===== config.mk =====
export PLATFORM = sky130hd
export DESIGN_NAME = hole_hit_scan
export DESIGN_NICKNAME = d
export VERILOG_FILES = /design/src/rtl/hole_hit_scan.sv
export SDC_FILE = /design/constraint.sdc
export NUM_CORES = 1
export LEC_CHECK = 0
export ABC_AREA = 1
export BUFFER_PORTS_ARGS = -buffer_cell sky130_fd_sc_hd__buf_4
export CAP_MARGIN = 20
export CORE_MARGIN = 1.5
export CORE_UTILIZATION = 55
export DETAILED_ROUTE_END_ITERATION = 12
export PLACE_DENSITY = 0.91
export SYNTH_ARGS = -nofsm -noshare
export SYNTH_HDL_FRONTEND = slang
export SYNTH_SLANG_ARGS = --single-unit

===== constraint.sdc =====
create_clock -name i_clk -period 8.9 [get_ports i_clk]
set_clock_uncertainty 0.15 [all_clocks]
set_input_delay 0.89 -clock i_clk [delete_from_list [all_inputs] [get_ports i_clk]]
set_output_delay 0.89 -clock i_clk [all_outputs]
set_load 0.05 [all_outputs]

===== src/rtl/hole_hit_scan.sv =====
// hole_hit_scan: scans the hole-position list for the lowest-index hole that captures the ball.
module hole_hit_scan #(
    parameter int MAX_NUM  = 9,
    parameter int RADIUS   = 16,
    parameter int GOAL_IDX = 1,
    parameter int SKIP_IDX = 0
) (
    input  logic                  i_clk,
    input  logic                  i_rst,
    input  logic [MAX_NUM*20-1:0] i_hole_list,
    input  logic                  i_list_valid,
    input  logic                  i_start,
    input  logic [9:0]            i_ball_x,
    input  logic [9:0]            i_ball_y,
    output logic                  o_busy,
    output logic                  o_done,
    output logic                  o_hit,
    output logic [3:0]            o_hit_idx,
    output logic                  o_goal
);
    typedef enum logic [1:0] {IDLE, DIFF, CMP, DONE} state_t;
    localparam logic [20:0] R2 = 21'(RADIUS * RADIUS);
    state_t state;
    logic [3:0] k;
    logic [9:0] bx, by, dx, dy, hx, hy;
    logic [20:0] sum;
    always_comb begin
        hx  = i_hole_list[10*k +: 10];
        hy  = i_hole_list[MAX_NUM*10 + 10*k +: 10];
        sum = 21'(dx) * 21'(dx) + 21'(dy) * 21'(dy);
    end
    always_ff @(posedge i_clk) begin
        if (i_rst) begin
            state     <= IDLE;
            k         <= '0;
            bx        <= '0;
            by        <= '0;
            dx        <= '0;
            dy        <= '0;
            o_busy    <= 1'b0;
            o_done    <= 1'b0;
            o_hit     <= 1'b0;
            o_hit_idx <= '0;
            o_goal    <= 1'b0;
        end else begin
            o_done <= 1'b0;
            case (state)
                IDLE: if (i_start) begin
                    o_hit     <= 1'b0;
                    o_hit_idx <= '0;
                    o_goal    <= 1'b0;
                    if (i_list_valid) begin
                        bx     <= i_ball_x;
                        by     <= i_ball_y;
                        k      <= '0;
                        o_busy <= 1'b1;
                        state  <= DIFF;
                    end else begin
                        o_done <= 1'b1;
                        state  <= DONE;
                    end
                end
                DIFF: if (!i_list_valid) begin
                    o_busy <= 1'b0;
                    o_done <= 1'b1;
                    state  <= DONE;
                end else begin
                    dx    <= (bx > hx) ? bx - hx : hx - bx;
                    dy    <= (by > hy) ? by - hy : hy - by;
                    state <= CMP;
                end
                CMP: if (!i_list_valid) begin
                    o_busy <= 1'b0;
                    o_done <= 1'b1;
                    state  <= DONE;
                end else if (sum < R2 && k != 4'(SKIP_IDX)) begin
                    o_hit     <= 1'b1;
                    o_hit_idx <= k;
                    o_goal    <= (k == 4'(GOAL_IDX));
                    o_busy    <= 1'b0;
                    o_done    <= 1'b1;
                    state     <= DONE;
                end else if (k == 4'(MAX_NUM - 1)) begin
                    o_busy <= 1'b0;
                    o_done <= 1'b1;
                    state  <= DONE;
                end else begin
                    k     <= k + 4'd1;
                    state <= DIFF;
                end
                DONE: state <= IDLE;
            endcase
        end
    end
endmodule

### Yosys cells after proc, flatten, opt, wreduce, memory -nomap -nowiden

Cells that the tools add are included.

| word-level totals | value |
|---|---|
| input bits | 204 |
| flip-flop bits (word level) | 54 |
| output and inout port bits | 8 |
| logic and storage cells | 88 |

| operators by class | value |
|---|---|
| reductions and logical operators | 10 |
| multiplexer cells | 39 |
| equality and inequality tests | 13 |
| multiply operators | 3 |
| magnitude comparators | 3 |
| $add $sub $neg | 7 |
| shift operators | 2 |

Operators by type and width:

| operator | count |
|---|---|
| 180-bit by 10-bit variable part select with 10-bit output | 1 |
| 180-bit by 9-bit variable part select with 10-bit output | 1 |
| 10-bit by 10-bit multiplier with 20-bit output | 2 |
| 10-bit subtractor | 4 |
| 4-bit two-way mux | 8 |
| 20-bit by 20-bit adder with 21-bit output | 1 |
| 21-bit by 9-bit < comparator with 1-bit output (second input constant) | 1 |
| 10-bit greater-than comparator | 2 |
| 10-bit two-way mux | 2 |
| 1-bit two-way mux | 17 |
| 4-bit one-hot mux with 2 select lines | 2 |
| 2-bit inequality test (second input constant) | 7 |
| 2-bit two-way mux | 5 |
| 7-bit by 8-bit adder with 9-bit output (first input constant) | 1 |
| 2-bit one-hot mux with 4 select lines | 1 |
| 3-bit by 4-bit multiplier with 7-bit output (first input constant) | 1 |
| 1-bit one-hot mux with 3 select lines | 2 |
| 6-bit AND reduction | 1 |
| 5-bit AND reduction | 1 |
| 4-bit by 1-bit adder with 4-bit output (second input constant) | 1 |
| 2-bit equality test (second input constant) | 2 |
| 4-bit by 1-bit equality test with 1-bit output (second input constant) | 1 |
| 4-bit equality test (second input constant) | 1 |
| 4-bit inequality test (second input constant) | 1 |
| 10 further kinds | 11 |

### Longest topological paths before layout

| logic depth | value |
|---|---|
| word-level depth | 7 |
| gate-level depth with buffers | 34 |
| depth with buffers taken out | 33 |

### Worst setup path after synthesis

No wires, ideal clock.

| timing | value |
|---|---|
| path kind | register to register |
| from | register dy[3] |
| to | register o_hit_idx[0] |
| slack | 2.691 ns |
| path buffers | 1 |
| library setup time | 0.132 ns |
| arrival time | 5.927 ns |
| stages on the path, launching flop included | 31 |
| data required time | 8.618 ns |
| period minus slack after synthesis | 6.209 ns |
| cell sequence | dfxtp_1 > clkbuf_1 > nand2_1 > fa_1 > inv_1 > ha_1 > a21o_1 > fa_1 > fa_1 > fa_1 > fa_1 > inv_1 > fa_1 > inv_1 > ha_1 > nand2_2 > inv_1 > nand2_1 > nand3_1 > a21oi_1 > nand2_1 > nand2_1 > nand2_1 > nor2_1 > nand2_1 > nor2_2 > nand3_4 > nand2_4 > nand2_2 > nand2_1 > a21oi_1 |

| between the ends | value |
|---|---|
| longest elaborated chain between the ends | 6 |

Ends and longest elaborated chain:

| element | line | source |
|---|---|---|
| start: declaration | 25 | `logic [9:0] bx, by, dx, dy, hx, hy;` |
| start signal: assignment | 69 | `dy <= (by > hy) ? by - hy : hy - by;` |
| 10-bit by 10-bit multiplier with 20-bit output | 30 | `sum = 21'(dx) * 21'(dx) + 21'(dy) * 21'(dy);` |
| 20-bit by 20-bit adder with 21-bit output | 30 |  |
| 21-bit by 9-bit < comparator with 1-bit output | 76 | `end else if (sum < R2 && k != 4'(SKIP_IDX)) begin` |
| 1-bit logical AND | 76 |  |
| 2-bit inequality test (no line) | n/a |  |
| 4-bit AND reduction (no line) | n/a |  |
| end signal: assignment | 78 | `o_hit_idx <= k;` |
| end: declaration | 18 | `output logic [3:0] o_hit_idx,` |

Every way passes these cells.
A chain may end at the register's enable or synchronous reset.

### Final worst setup path

| timing | value |
|---|---|
| from | register dy[5] |
| to | register o_hit_idx[2] |

The elaborated chain is that of the path after synthesis.

==> results by group <==
Status
  • Status: completed

Global route
  • GRT overflow: 0
  • Vias in the first global route: 12118
  • First-pass GRT wire length: 59.9 mm
  • Initial antenna violation count: 0
  • Pin count of the biggest net entering global routing: 82
  • Global-route usage over all layers: 33.6%

Place
  • Hpwl dp: 31.5 mm
  • Routability congestion estimate: 0.977
  • PortBufs: 211
  • Placement Setup Slack: 2200 ps

Worst setup path
  • CP Class: reg -> reg
  • FF-to-FF End: o_hit_idx[2]$_SDFFE_PP0P_
  • Crit Path Max Fanout: 12
  • CP endpoint kind: flip-flop
  • RR Startpoint: dy[5]$_SDFFE_PP0P_
  • Critical Path Source: dy[5]$_SDFFE_PP0P_
  • Worst path slowest cell: fa_1
  • R2R Setup Slk: 2160 ps
  • R2R cell count: 29
  • Worst EP arrival: 6790 ps
  • Startpoint type of the worst setup path: flip-flop
  • Crit path largest cell delay: 640 ps
  • Most used cell, CP: nand2_1
  • Data required, critical path: 8950 ps

Power
  • Leakage Power: 0.00791 uW
  • Peak supply drop: 0.115 mV
  • Pwr/cell area: 180 nW/um^2

Clock network
  • TritonCTS clock tree: built
  • Post-CTS Hold Fix Bufs: 0
  • CTS resizes: 0
  • Post-CTS Setup Bufs: 0
  • H-Tree Level Count: 2
  • Num CTS Buffers: 5
  • CTS root buf: clkbuf_16
  • CTS clock-pin slew for the worst setup and hold paths: 80 ps
  • Clock tree buffer depth: 2
  • Worst-Skew Late Latency: 320 ps
  • Clock Sinks: 54

STA
  • Post-route setup slack: 2160 ps
  • Final Hold Fails: 0
  • Final setup vio count: 0
  • Slew HR: 29.9%
  • Tcrit/Tclk final: 75.8%
  • Worst Tran Pin Value: 1050 ps
  • Final worst path period need: 6740 ps
  • RSZ-0062 raised after global routing: false
  • Max Fclk: 0.148 GHz
  • TNS Setup: 0 ps
  • Max-slew violation count: 0

Routing
  • Post-route ant nets: 0
  • Initial DRC count: 1019
  • DR vias: 12289
  • DR vias/cell: 5.60
  • Detailed-route DRC error count: 0
  • Avg WL per Cell: 17.1 um
  • First drt pass iteration count: 5
  • Drt total wl: 37.5 mm

Logic synthesis
  • Largest area contributor in the netlist: fa_1
  • Syn Nets: 2244
  • Register area share after synthesis: 8.95%
  • Synthesis warning total: 0
  • Area contributors post-synth: fa_1 (22%), ha_1 (14%), inv_1 (11%)
  • Top cell type's share of synthesized area: 22.0%
  • Mapped Avg Cell Area: 6.80 sq um
  • Netlist Area Pre-Place: 12100 sq um
  • Number of synthesized flops with an enable pin: 0
  • Post-synthesis register bit count: 54
  • Cell count after synthesis: 1776
  • Main flop type after synthesis: dfxtp_1
  • Synth unique cells: 53
  • Async SR Flop Fraction: 0%

Die
  • Die height: 151 um
  • IO Pins: 212
  • Initial Util: 55.7%
  • Die width: 151 um
  • Area of the core: 21700 sq um
  • Rows: 54
  • DIE AREA: 22900 sq um

Finish
  • ANT cells: 0
  • Core Util, Final: 64.1%
  • Fill count: 1888
  • Area Overhead vs Synth: 15.1%
  • Layout cells sized above 1: 14.1%
  • Final nets: 2383

Min path
  • Worst min path class: reg -> reg
  • WHS Endpoint: bx[9]$_SDFFE_PP0P_
  • Worst Hold Path Cells: 2
  • Hold Startpoint: bx[9]$_SDFFE_PP0P_

Run
  • Total of max-cap violations: 0
kinds of logic after synthesis:
logic type | after synthesis | synth area share [%]
compound gates | 377 | 17.8
xor+xnor | 38 | 2.76
fa+ha+maj | 264 | 35.6
buf+inv | 440 | 13.8
flops | 54 | 8.95
simple gates | 603 | 21.1
state kept, by name (all words and copies together) (netlist names):
name	count
state	2
o_done	1
o_hit_idx	4
by	10
bx	10
dy	10
k	4
o_goal	1
dx	10
o_hit	1
o_busy	1
per-layer routing:
layer	global-route usage, %	vias up	share of wire (%)
li1	-	5903	-
met1	43.0	5712	41
met2	56.7	562	47
met3	5.72	112	8.2
met4	12.8	0	3.8
met5	0	-	0
Yosys cell counts, types with 12 or more instances:
cell      count
a21o_1       14
a21oi_1      95
clkbuf_1     76
dfxtp_1      54
fa_1        133
ha_1        131
inv_1       343
nand2_1     318
nand3_1      47
nand4_1      20
nor2_1      180
o211ai_1     12
o21ai_0     166
o22ai_1      43
xor2_1       29
where the power goes:
| part | switching (uW) | internal, uW | total, uW |
|---|---|---|---|
| clock | 111 | 131 | 242 |
| sequential | 84.6 | 279 | 364 |
| combinational | 1200 | 693 | 1900 |
worst max-delay path by stage:
stage | to | cells past startpoint
detailed placement | o_hit_idx[2]$_SDFFE_PP0P_ | 29
global placement | o_hit_idx[3]$_SDFFE_PP0P_ | 30
CTS | o_hit_idx[2]$_SDFFE_PP0P_ | 29
global route | o_goal$_SDFFE_PP0P_ | 30
finish | o_hit_idx[2]$_SDFFE_PP0P_ | 29
floorplan | o_hit_idx[0]$_SDFFE_PP0P_ | 30
through the flow:
step                power, uW  cells  instance area (sq um)  hold WS (ps)
CTS                      2470   2196                  13900           318
global route             2740   2196                  13900           332
floorplan                1720   1776                  12100           278
global placement         2180   2188                  13700           288
detailed placement       2220   2188                  13700           300
finish                   2500   2196                  13900           316
area by class of cell:
| class | count | area, sq um | share of cell area [%] |
|---|---|---|---|
| Clock buffer | 7 | 164 | 1.18 |
| Clock inverter | 1 | 8.76 | 0.0630 |
| Inverter | 353 | 1330 | 9.54 |
| Multi-Input combinational cell | 1282 | 9320 | 67.1 |
| Sequential cell | 54 | 1080 | 7.80 |
| Tap cell | 280 | 350 | 2.52 |
| Timing Repair Buffer | 219 | 1640 | 11.8 |
critical path, delay by kind of cell, from the launching register on:
kind            cells  cell delay, ps
fa+ha+maj           8            3810
simple gates       14            1430
flops               1             590
compound gates      3             430
buf+inv             4             220
cell usage in the layout, fill, tap and decap left out, types with 8 or more instances in the layout:
| cell | instances |
|---|---|
| o21ai_1 | 8 |
| dfxtp_1 | 53 |
| buf_4 | 219 |
| o211ai_1 | 12 |
| inv_2 | 8 |
| xnor2_1 | 9 |
| nor2_1 | 180 |
| ha_1 | 131 |
| nand4_1 | 20 |
| a21o_1 | 14 |
| fa_1 | 133 |
| o22ai_1 | 43 |
| nand2_2 | 9 |
| nand3_1 | 47 |
| a32o_1 | 8 |
| inv_1 | 342 |
| a21oi_1 | 95 |
| o21ai_0 | 166 |
| xor2_1 | 29 |
| nand2_1 | 318 |
No activity file was read; power rests on OpenSTA's default activity.
